File: src/rtl/ula_pkg.sv
// ula_pkg: op encodings, FSM states and control width shared by the ULA files
package ula_pkg;
  localparam int ULA_CTRL_W = 4;
  typedef enum logic [3:0] {
    OP_ADD = 4'b0000,
    OP_SUB = 4'b0001,
    OP_AND = 4'b0010,
    OP_OR  = 4'b0011,
    OP_SLT = 4'b0101,
    OP_XOR = 4'b1000,
    OP_SLL = 4'b1001,
    OP_SRL = 4'b1010,
    OP_SRA = 4'b1011,
    OP_MUL = 4'b1100
  } ula_op_t;
  typedef enum logic [1:0] {IDLE, EXEC, DONE} ula_state_t;
endpackage

File: src/rtl/ula_multiciclo_if.sv
// ula_multiciclo_if: valid/ready operand and result bundle of the multicycle ULA
interface ula_multiciclo_if #(parameter int WIDTH = 8);
  import ula_pkg::*;
  logic                  in_valid;
  logic                  in_ready;
  logic [WIDTH-1:0]      SrcA;
  logic [WIDTH-1:0]      SrcB;
  logic [ULA_CTRL_W-1:0] ULAControl;
  logic                  out_valid;
  logic                  out_ready;
  logic [WIDTH-1:0]      ULAResult;
  logic                  CarryOut;
  logic                  Flag_z;
  logic                  Flag_ovf;
  logic                  Flag_neg;
  modport master (
    output in_valid, SrcA, SrcB, ULAControl, out_ready,
    input  in_ready, out_valid, ULAResult, CarryOut, Flag_z, Flag_ovf, Flag_neg
  );
  modport slave (
    input  in_valid, SrcA, SrcB, ULAControl, out_ready,
    output in_ready, out_valid, ULAResult, CarryOut, Flag_z, Flag_ovf, Flag_neg
  );
endinterface

File: src/rtl/ula_mul_seq.sv
// ula_mul_seq: iterative shift-add unsigned multiplier, one partial product per clock
module ula_mul_seq #(parameter int WIDTH = 8) (
  input  logic               clk,
  input  logic               rst_n,
  input  logic               start,
  input  logic [WIDTH-1:0]   a,
  input  logic [WIDTH-1:0]   b,
  output logic               done,
  output logic [2*WIDTH-1:0] product
);
  localparam int SHW = $clog2(WIDTH);
  logic               busy;
  logic [SHW-1:0]     cnt;
  logic [WIDTH-1:0]   mcand;
  logic [2*WIDTH-1:0] acc;
  logic [WIDTH:0]     sum;
  // acc holds {partial high, remaining multiplier bits}; product is the next step's value
  assign sum     = {1'b0, acc[2*WIDTH-1:WIDTH]} + {1'b0, {WIDTH{acc[0]}} & mcand};
  assign product = {sum, acc[WIDTH-1:1]};
  assign done    = busy && cnt == SHW'(WIDTH - 1);
  always_ff @(posedge clk or negedge rst_n)
    if (!rst_n) begin
      busy  <= 1'b0;
      cnt   <= '0;
      mcand <= '0;
      acc   <= '0;
    end else if (start) begin
      busy  <= 1'b1;
      cnt   <= '0;
      mcand <= a;
      acc   <= {{WIDTH{1'b0}}, b};
    end else if (busy) begin
      acc  <= product;
      cnt  <= cnt + SHW'(1);
      busy <= !done;
    end
endmodule

File: src/rtl/ula_multiciclo.sv
// ula_multiciclo: handshaked ULA with registered result/flags and a multicycle multiply
module ula_multiciclo import ula_pkg::*; #(parameter int WIDTH = 8) (
  input logic             clk,
  input logic             rst_n,
  ula_multiciclo_if.slave bus
);
  localparam int SHW = $clog2(WIDTH);
  localparam logic [1:0] S_IDLE = IDLE;
  localparam logic [1:0] S_EXEC = EXEC;
  localparam logic [1:0] S_DONE = DONE;
  if (WIDTH < 4 || (WIDTH & (WIDTH - 1)) != 0) begin : g_bad_width
    $error("ula_multiciclo: WIDTH must be a power of 2 and at least 4");
  end
  logic [1:0]         state, nxt;
  logic [WIDTH-1:0]   a, b, r, fr, res;
  logic [SHW-1:0]     sh;
  logic               c, v, fc, cout, z, ovf, neg, is_mul, start, load, mul_done;
  logic [2*WIDTH-1:0] prod;
  assign a      = bus.SrcA;
  assign b      = bus.SrcB;
  assign sh     = b[SHW-1:0];
  assign is_mul = bus.ULAControl == OP_MUL;
  assign start  = state == S_IDLE && bus.in_valid && is_mul;
  always_comb begin
    r = '0;
    c = 1'b0;
    v = 1'b0;
    case (ula_op_t'(bus.ULAControl))
      OP_ADD: begin
        {c, r} = {1'b0, a} + {1'b0, b};
        v = (a[WIDTH-1] == b[WIDTH-1]) && (r[WIDTH-1] != a[WIDTH-1]);
      end
      OP_SUB: begin
        {c, r} = {1'b0, a} - {1'b0, b};
        v = (a[WIDTH-1] != b[WIDTH-1]) && (r[WIDTH-1] != a[WIDTH-1]);
      end
      OP_AND:  r = a & b;
      OP_OR:   r = a | b;
      OP_SLT:  r = WIDTH'(a < b);
      OP_XOR:  r = a ^ b;
      OP_SLL:  r = a << sh;
      OP_SRL:  r = a >> sh;
      OP_SRA:  r = $unsigned($signed(a) >>> sh);
      default: ;
    endcase
  end
  ula_mul_seq #(.WIDTH(WIDTH)) u_mul (
    .clk(clk), .rst_n(rst_n), .start(start), .a(a), .b(b), .done(mul_done), .product(prod)
  );
  // in EXEC the multiplier owns the result; the live inputs are ignored there
  assign fr   = state == S_EXEC ? prod[WIDTH-1:0] : r;
  assign fc   = state == S_EXEC ? |prod[2*WIDTH-1:WIDTH] : c;
  assign load = (state == S_IDLE && bus.in_valid && !is_mul) || (state == S_EXEC && mul_done);
  assign nxt  = state == S_IDLE ? (bus.in_valid ? (is_mul ? S_EXEC : S_DONE) : S_IDLE) :
                state == S_EXEC ? (mul_done ? S_DONE : S_EXEC) :
                (bus.out_ready ? S_IDLE : S_DONE);
  always_ff @(posedge clk or negedge rst_n)
    if (!rst_n) begin
      state <= S_IDLE;
      res   <= '0;
      cout  <= 1'b0;
      z     <= 1'b0;
      ovf   <= 1'b0;
      neg   <= 1'b0;
    end else begin
      state <= nxt;
      if (load) begin
        res  <= fr;
        cout <= fc;
        z    <= fr == '0 && !fc;
        ovf  <= state == S_IDLE && v;
        neg  <= fr[WIDTH-1];
      end
    end
  assign bus.in_ready  = state == S_IDLE;
  assign bus.out_valid = state == S_DONE;
  assign bus.ULAResult = res;
  assign bus.CarryOut  = cout;
  assign bus.Flag_z    = z;
  assign bus.Flag_ovf  = ovf;
  assign bus.Flag_neg  = neg;
endmodule
File: src/flat_wrapper.sv
// flat-port wrapper written by rule: the top's interface ports become plain ports
module ula_multiciclo_flat import ula_pkg::*;
#(parameter int WIDTH = 8)
  (clk, rst_n, bus_in_valid, bus_SrcA, bus_SrcB, bus_ULAControl, bus_out_ready, bus_in_ready, bus_out_valid, bus_ULAResult, bus_CarryOut, bus_Flag_z, bus_Flag_ovf, bus_Flag_neg);
  ula_multiciclo_if #(.WIDTH(WIDTH)) bus_i ();
  input logic clk;
  input logic rst_n;
  input wire logic [$bits(bus_i.in_valid)-1:0] bus_in_valid;
  input wire logic [$bits(bus_i.SrcA)-1:0] bus_SrcA;
  input wire logic [$bits(bus_i.SrcB)-1:0] bus_SrcB;
  input wire logic [$bits(bus_i.ULAControl)-1:0] bus_ULAControl;
  input wire logic [$bits(bus_i.out_ready)-1:0] bus_out_ready;
  output wire logic [$bits(bus_i.in_ready)-1:0] bus_in_ready;
  output wire logic [$bits(bus_i.out_valid)-1:0] bus_out_valid;
  output wire logic [$bits(bus_i.ULAResult)-1:0] bus_ULAResult;
  output wire logic [$bits(bus_i.CarryOut)-1:0] bus_CarryOut;
  output wire logic [$bits(bus_i.Flag_z)-1:0] bus_Flag_z;
  output wire logic [$bits(bus_i.Flag_ovf)-1:0] bus_Flag_ovf;
  output wire logic [$bits(bus_i.Flag_neg)-1:0] bus_Flag_neg;
  assign bus_i.in_valid = bus_in_valid;
  assign bus_i.SrcA = bus_SrcA;
  assign bus_i.SrcB = bus_SrcB;
  assign bus_i.ULAControl = bus_ULAControl;
  assign bus_i.out_ready = bus_out_ready;
  assign bus_in_ready = bus_i.in_ready;
  assign bus_out_valid = bus_i.out_valid;
  assign bus_ULAResult = bus_i.ULAResult;
  assign bus_CarryOut = bus_i.CarryOut;
  assign bus_Flag_z = bus_i.Flag_z;
  assign bus_Flag_ovf = bus_i.Flag_ovf;
  assign bus_Flag_neg = bus_i.Flag_neg;
  ula_multiciclo #(.WIDTH(WIDTH)) u_core (.clk(clk), .rst_n(rst_n), .bus(bus_i));
endmodule
File: config.mk
export PLATFORM = sky130hd
export DESIGN_NAME = ula_multiciclo_flat
export DESIGN_NICKNAME = d
export VERILOG_FILES = /design/src/rtl/ula_pkg.sv /design/src/rtl/ula_multiciclo_if.sv /design/src/rtl/ula_mul_seq.sv /design/src/rtl/ula_multiciclo.sv /design/src/flat_wrapper.sv
export SDC_FILE = /design/constraint.sdc
export NUM_CORES = 1
export LEC_CHECK = 0
export CAP_MARGIN = 0
export CORE_ASPECT_RATIO = 0.6
export CORE_UTILIZATION = 25
export DETAILED_ROUTE_END_ITERATION = 10
export GPL_TIMING_DRIVEN = 0
export HOLD_SLACK_MARGIN = 0.12
export PLACE_DENSITY_LB_ADDON = 0.05
export SLEW_MARGIN = 20
export SYNTH_ARGS = -nofsm -noshare
export SYNTH_HDL_FRONTEND = slang
export SYNTH_HIERARCHICAL = 1
export SYNTH_SLANG_ARGS = --single-unit
File: constraint.sdc
create_clock -name clk -period 7.3 [get_ports clk]
set_input_delay 1.46 -clock clk [delete_from_list [all_inputs] [get_ports clk]]
set_output_delay 1.46 -clock clk [all_outputs]
set_load 0.1 [all_outputs]
# Word level (Yosys, flattened, before mapping)
# Index checks and enable logic that the tools add are counted.
dict set report op_classes {
  n_addsub 4
  order_cmp 1
  eq_ne 16
  shift 3
  mux 17
  bitwise 4
  reduce_logical 18
}
# cell n
set op_table {}
lappend op_table {{$pmux 8 s9} 1}
lappend op_table {{$mux 16} 2}
lappend op_table {{$eq 4x4->1 const B} 5}
lappend op_table {{$add 8x8->9} 2}
lappend op_table {{$and 8x8->8} 2}
lappend op_table {{$mux 2} 6}
lappend op_table {{$logic_and 1x1->1} 9}
lappend op_table {{$sub 8x8->9} 1}
lappend op_table {{$eq 4x2->1 const B} 2}
lappend op_table {{$logic_not 8->1} 1}
lappend op_table {{$lt 8x8->1} 1}
lappend op_table {{$mux 8} 1}
lappend op_table {{$or 8x8->8} 1}
lappend op_table {{$reduce_or 8->1} 1}
lappend op_table {{$shl 8x3->8} 1}
lappend op_table {{$shr 8x3->8} 1}
lappend op_table {{$sshr 8x3->8} 1}
lappend op_table {{$xor 8x8->8} 1}
lappend op_table {{$mux 3} 2}
lappend op_table {{$eq 4x1->1 const B} 1}
lappend op_table {{$eq 4x3->1 const B} 1}
lappend op_table {{$logic_not 4->1} 1}
lappend op_table {{$pmux 1 s2} 2}
lappend op_table {{$add 3x1->3 const B} 1}
lappend op_table {{10 further kinds} 16}
dict set report totals {
  ff_bits 42
  out_inout_bits 14
  word_cells 73
}

# Longest topological paths before layout
# Gate-level depths: netlist (run 1).
dict set report depth {
  depth_word 6
  ltp_mapped 12
}

# Modules after synthesis
# Netlist (run 1), hierarchy kept.
# module n_inst cells_each area_each_um2
set by_module_without_submodules {}
lappend by_module_without_submodules {ula_multiciclo 1 335 2517.4}
lappend by_module_without_submodules {ula_mul_seq 1 153 1605.3}

# Worst setup path after synthesis (run 1)
# OpenSTA, ideal clock, no wires.
dict set report synth_path {
  path_type {input-to-reg}
  start {input bus_SrcB[2]}
  end {register u_core.z (netlist: u_core/bus.Flag_z)}
  setup_ns 0.123
  arrival_time_ns 3.752
  path_slack_ns 3.425
  stages 10
  n_path_buf 1
  cell_sequence {inv_1 -> clkbuf_1 -> ha_1 -> and3_1 -> a221o_1 -> o41ai_1 -> xnor2_1 -> nand2_1 -> a41o_1 -> a32o_1}
}
dict set report synth_between {
  elab_chain_len 5
}
# item line
set synth_lines {}
lappend synth_lines {{start: declaration} flat_wrapper.sv:10} ;# input wire logic [$bits(bus_i.SrcB)-1:0] bus_SrcB;
lappend synth_lines {{$sub 8x8->9 (tied with other cells)} ula_multiciclo.sv:34} ;# {c, r} = {1'b0, a} - {1'b0, b};
lappend synth_lines {{$pmux 8 s9 or $pmux 1 s2 (tied branches)} ula_multiciclo.sv:28} ;# case (ula_op_t'(bus.ULAControl))
lappend synth_lines {{$mux 8 or $mux 1 (tied branches)} {ula_multiciclo.sv:51, ula_multiciclo.sv:52}}
lappend synth_lines {{$logic_not 8->1 or $logic_not 1->1 (tied branches)} ula_multiciclo.sv:70} ;# z <= fr == '0 && !fc;
lappend synth_lines {{$logic_and 1x1->1 (*)} ula_multiciclo.sv:70}
lappend synth_lines {{end signal: assignment} ula_multiciclo.sv:70}
lappend synth_lines {{end: declaration} ula_multiciclo.sv:17} ;# logic c, v, fc, cout, z, ovf, neg, is_mul, start, load, mul_done;
# Every way passes the cells marked *; elsewhere a longest branch is shown, timed or not.
# A chain may end at the register's enable or synchronous reset.

# Worst setup path after layout (run 1)
dict set report layout_path {
  start {input bus_SrcB[1]}
  end {register u_core.z (netlist: u_core/bus.Flag_z)}
}
# The elaborated chain is that of the path after synthesis.

==> results of run 1 <==
[cell families after synthesis]
family | after synthesis | synth area share, %
and+or+nand+nor | 156 | 19.2
AOI/OAI and AO/OA | 144 | 23.9
buffers and inverters | 61 | 7.22
DFF | 41 | 24.9
adders and majority gates | 38 | 12.1
muxes | 36 | 10.2
xor gates and xnor gates | 12 | 2.55
[worst paths after layout]
path,to,slack [ps],cells past startpoint
worst max-delay path,u_core/bus.Flag_z$_DFFE_PN0P_,2020,12
worst min register to register,u_core/bus.ULAResult[0]$_DFFE_PN0P_,480,2
max in group asynchronous,u_core/u_mul/acc[13]$_DFFE_PN0P_,5750,2
worst min-delay path,u_core/bus.ULAResult[0]$_DFFE_PN0P_,480,2
min in group asynchronous,u_core/bus.ULAResult[5]$_DFFE_PN0P_,1080,1
worst max register to register,u_core/bus.Flag_z$_DFFE_PN0P_,4100,12
[synthesized netlist by cell type (5+ instances only)]
cell,instances,area share (%)
nand2_1,58,5.3
nor2_1,43,3.9
dfrtp_1,41,25
o21ai_0,36,4.4
a21oi_1,35,4.2
ha_1,35,11
inv_1,27,2.5
mux2i_1,23,5.6
buf_4,12,2.2
clkbuf_1,12,1.1
and2_1,10,1.5
mux2_2,9,2.5
xnor2_1,8,1.7
a22o_1,7,1.5
buf_2,7,0.85
o211ai_1,7,1.3
nor2b_1,6,0.91
a211oi_1,5,0.91
and3_1,5,0.76
nor3_1,5,0.61
[power by group through the flow]
stage          logic [mW]  clock network, mW  registers [mW]
4_1_cts             0.668              0.225           0.363
5_1_grt             0.733              0.233           0.376
2_1_floorplan       0.397                  0           0.445
3_5_place_dp        0.666                  0           0.366
3_3_place_gp        0.663                  0           0.366
6_report            0.670              0.213           0.362
[cell type report]
class	instances	area, µm²	area share (%)
plain buffers	34	196	4.01
clock inverters	1	8.76	0.179
inverters	27	101	2.07
multi-input cells	386	2800	57.1
flip-flops and latches	41	1030	20.9
well taps	203	254	5.18
repair buffers	38	385	7.87
clock buffers	6	129	2.63
[worst max-delay path: stages]
cell and delay (ps):
clkdlybuf4s50_1 580, buf_2 270, inv_1 200, fa_1 490, nor3b_1 170, nor3_1 480, o22a_1 230, a21oi_1 100
a2111oi_0 700, o211ai_1 230, nor4b_2 380, a32o_1 210
[stage by stage]
stage	util [%]	std cells	area, µm²	hold slack (ps)	total power, mW
2_1_floorplan	-	488	4120	472	0.842
3_3_place_gp	30.2	728	4750	472	1.03
3_5_place_dp	30.3	729	4760	470	1.03
4_1_cts	31.2	736	4900	485	1.26
5_1_grt	31.2	736	4900	503	1.34
6_report	31.2	736	4900	477	1.24
[routing by layer]
metal | GRT usage, % | routed length, µm
met5 | 0 | 0
met4 | 1.41 | 18
met3 | 5.71 | 1580
met2 | 24.2 | 5540
met1 | 28.4 | 7710
[sequential cells by signal, summed over array words and instances (netlist names)]
| register | flops |
|---|---|
| u_core/u_mul/busy | 1 |
| u_core/u_mul/cnt | 3 |
| u_core/bus.Flag_ovf | 1 |
| u_core/bus.Flag_z | 1 |
| u_core/bus.CarryOut | 1 |
| u_core/state | 2 |
| u_core/u_mul/mcand | 8 |
| u_core/u_mul/acc | 16 |
| u_core/bus.ULAResult | 8 |
==> reports/results.txt, run 1 <==
Status -> complete, no violations
Crit path from -> bus_SrcB[1]
Commonest non-fill, non-tap cell in the layout -> nand2_1
Post-synthesis cell type count -> 72
Worst slew pin tran -> 993 ps
Final Hold Viols -> 0
Synth Area per Inst -> 8.45 µm²
Most frequent cells in the layout -> nand2_1, nor2_1, dfrtp_1, clkdlybuf4s50_1, o21ai_0
Hold Path Origin -> u_core/bus.ULAResult[0]$_DFFE_PN0P_
Post-route ant nets -> 0
P_int -> 688 µW
Clock Root Buffer -> clkbuf_16
Total negative slack -> 0 ps
Pwr per Cell Area -> 254 nW/µm²
Final min period -> 5280 ps
# clock sinks -> 41
EDFF count, synth -> 0
GRT Util Overall -> 18.1%
# resized after CTS -> 0
Worst relative slew slack -> 33.6%
CP max FO -> 9
Worst setup EP type -> flip-flop
Worst VDD drop -> 0.0913 mV
CTS tree -> yes
Largest net degree at the start of global routing -> 30
Clock network power share -> 17.1%
# port buffers -> 37
Die X-Extent -> 168 µm
R2r startpoint -> u_core/u_mul/acc[0]$_DFFE_PN0P_
Leakage -> 2.10 nW
Ys async rst share -> 100%
Nets -> 595
Htree depth -> 2
Max-Cap Viols -> 0
Seq cells post-synth -> 41
Post-CTS Hold Buffers -> 0
Initial Util -> 26.2%
Std cell rows -> 35
Drt drc -> 0
Seq pwr share -> 29.1%
Post-synth net total -> 550
Starting DRT DRC Count -> 403
Synth Flop Type -> dfrtp_1
Post-synthesis cell area -> 4120 µm²
Fmax -> 190 MHz
Initial antenna violation count -> 0
Worst slack, placed -> 1850 ps
Clock latency on the worst-skew pair -> 280 ps
Post-DP HPWL -> 11.8 mm
Num CTS Buffers -> 5
Fin. max-slew vios -> 0
Pre-antenna DRT Iters -> 5
Global-route wire length before repair -> 23.1 mm
RSZ-0062 raised after global routing -> false
Die height -> 101 µm
Startpoint Class -> input port
Die footprint -> 17000 µm²
Clk slew on worst S/H paths -> 60 ps
Net switching power -> 556 µW
HP Class -> reg -> reg
Register area share after synthesis -> 24.9%
Post-CTS Setup Inserts -> 0
Crit path required time -> 7520 ps
Final WL -> 14.8 mm
Grt total ovfl -> 0
Power share of the combinational group -> 53.8%
DR WL/cell -> 20.2 µm
Cell count after synthesis -> 488
Worst setup margin -> 2020 ps
Final Cycle Share -> 72.3%
Core Region -> 15700 µm²
Final setup violation count -> 0
Top Ports -> 38
Antenna cells -> 0
Layout overhead on the synthesized area -> 18.8%
Worst Skew -> 4.68 ps
Max clock buf depth -> 2
Placer congestion estimate -> 0.872
Sw frac -> 44.7%
DR vias -> 3895
Share of post-route cells with drive strength above 1 -> 10.5%
CP Data Arrival Time -> 5500 ps
Vias in the first global route -> 3783
Fillers -> 1650
CP Class -> in -> reg
Post-DR vias/cell -> 5.29
Synth Warn # -> 6
Note: power is estimated with default switching activity, not from simulation.
==> inputs of run 2 (changes only) <==
clock period = 4.25 ns   (was 7.3 ns; I/O delays follow)
==> reports/results.txt, run 2 (synthesis gave the netlist of run 1 again) <==
Final min period -> 4140 ps
Seq pwr share -> 29.0%
Final Hold Viols -> 0
Drt drc -> 0
Post-DR vias/cell -> 5.32
Worst slew pin tran -> 982 ps
Placer congestion estimate -> 0.872
Worst relative slew slack -> 34.3%
Final Cycle Share -> 97.3%
Nets -> 594
Sw frac -> 44.7%
Area post-placement -> 4760 µm²
Htree depth -> 2
DR WL/cell -> 20.1 µm
Vias in the first global route -> 3787
Share of post-route cells with drive strength above 1 -> 11.1%
Final WL -> 14.8 mm
Die footprint -> 17000 µm²
Max clock buf depth -> 2
Area of the multi-input gates -> 2820 µm²
Total negative slack -> 0 ps
Max FFs per register -> 16
Antenna cells -> 0
DR vias -> 3913
Post-DP HPWL -> 11.8 mm
Power share of the combinational group -> 53.9%
Die X-Extent -> 168 µm
Initial Util -> 26.2%
Clock network power share -> 17.1%
Layout overhead on the synthesized area -> 19.2%
Core Region -> 15700 µm²
Status -> complete, no violations
Clock latency on the worst-skew pair -> 280 ps
# port buffers -> 37
Register Area -> 1030 µm²
P_int -> 1.18 mW
HP Class -> in -> async
CTS tree -> yes
Net switching power -> 957 µW
Worst setup EP type -> flip-flop
Worst VDD drop -> 0.157 mV
Commonest non-fill, non-tap cell in the layout -> nand2_1
Die height -> 101 µm
Startpoint Class -> input port
CP Data Arrival Time -> 4360 ps
Fin. max-slew vios -> 0
Largest net degree at the start of global routing -> 30
Most frequent cells in the layout -> nand2_1, nor2_1, dfrtp_1, clkdlybuf4s50_1, o21ai_0
Post-route ant nets -> 0
Top Ports -> 38
Worst slack, placed -> -586 ps
Worst setup margin -> 115 ps
Clock Root Buffer -> clkbuf_16
Grt total ovfl -> 0
CP Class -> in -> reg
Clk slew on worst S/H paths -> 60 ps
Finished Core Util -> 31.3%
Num CTS Buffers -> 5
# clock sinks -> 41
Std cell rows -> 35
Global-route wire length before repair -> 23.1 mm
Max-Cap Viols -> 0
Crit path required time -> 4470 ps
Fillers -> 1650
CP max FO -> 9
Initial antenna violation count -> 0
RSZ-0062 raised after global routing -> false
Pwr per Cell Area -> 435 nW/µm²
Starting DRT DRC Count -> 392
Pre-antenna DRT Iters -> 5
Top reg by flops -> u_core/u_mul/acc
Final setup violation count -> 0
GRT Util Overall -> 18.1%
Worst Skew -> 5.23 ps
Fmax -> 242 MHz
Leakage -> 2.10 nW
Final instance area -> 4910 µm²
-- run 2: cell count changes in the layout (fill, tap and decap cells not counted), sizes merged --
cell | previous run | this run
clkbuf | 18 | 17
-- run 2: layer usage --
metal	share of wire, %	GRT usage, %
met3	9.9	5.71
met1	53	28.4
met2	37	24.3
met4	0.12	1.41
met5	0	0
-- run 2: what timing repair did --
action                                  4_1_cts  5_1_grt
hold endpoints to repair                      0        0
cloned                                        0        0
gates resized for setup                       2        2
buffers inserted                              0        0
endpoints found under the setup margin        1        2
hold buffers                                  0        0
pin swaps                                     0        1
-- run 2: metrics by stage --
step / std cells / hold slack, ps / total power [mW]
after CTS: 736 / 469 / 2.16
after global routing: 735 / 476 / 2.31
final: 735 / 468 / 2.14
after floorplan: 488 / 472 / 1.45
after global placement: 728 / 472 / 1.77
after detailed placement: 729 / 470 / 1.77
-- run 2: worst paths after layout --
path                                                          start                             endpoint  slack (ps)  cells after the start
worst max-delay path                                    bus_SrcB[1]        u_core/bus.Flag_z$_DFFE_PN0P_         110                     12
worst min-delay path                                          rst_n  u_core/bus.ULAResult[5]$_DFFE_PN0P_         470                      1
worst max register to register      u_core/u_mul/acc[0]$_DFFE_PN0P_        u_core/bus.Flag_z$_DFFE_PN0P_        1040                     12
worst min register to register  u_core/bus.ULAResult[0]$_DFFE_PN0P_  u_core/bus.ULAResult[0]$_DFFE_PN0P_         480                      2
max in group asynchronous                                     rst_n     u_core/u_mul/acc[13]$_DFFE_PN0P_        3310                      2
min in group clk                u_core/bus.ULAResult[0]$_DFFE_PN0P_  u_core/bus.ULAResult[0]$_DFFE_PN0P_         480                      2
-- run 2: area by class of cell --
class                   count  share of cell area [%]
well taps                 203                    5.17
repair buffers             38                    7.84
clock inverters             1                   0.178
flip-flops and latches     41                    20.9
clock buffers               6                    2.62
plain buffers              33                    3.92
inverters                  27                    2.06
multi-input cells         386                    57.3
-- run 2: critical path: stages --
cell and delay, ps:
clkdlybuf4s50_1 580, buf_2 270, inv_1 200, ha_1 370, o21bai_1 230, a21oi_1 160
o31ai_1 580, xnor2_1 120, a22oi_1 290, a21oi_1 190, nor4b_2 300, a32o_1 210
-- run 2: power by group through the flow --
stage                     clock, mW  combinational [mW]  sequential [mW]
after floorplan                   0               0.682            0.764
after global placement            0                1.14            0.628
after detailed placement          0                1.14            0.629
after CTS                     0.387                1.15            0.623
after global routing          0.400                1.26            0.646
final                         0.367                1.15            0.621
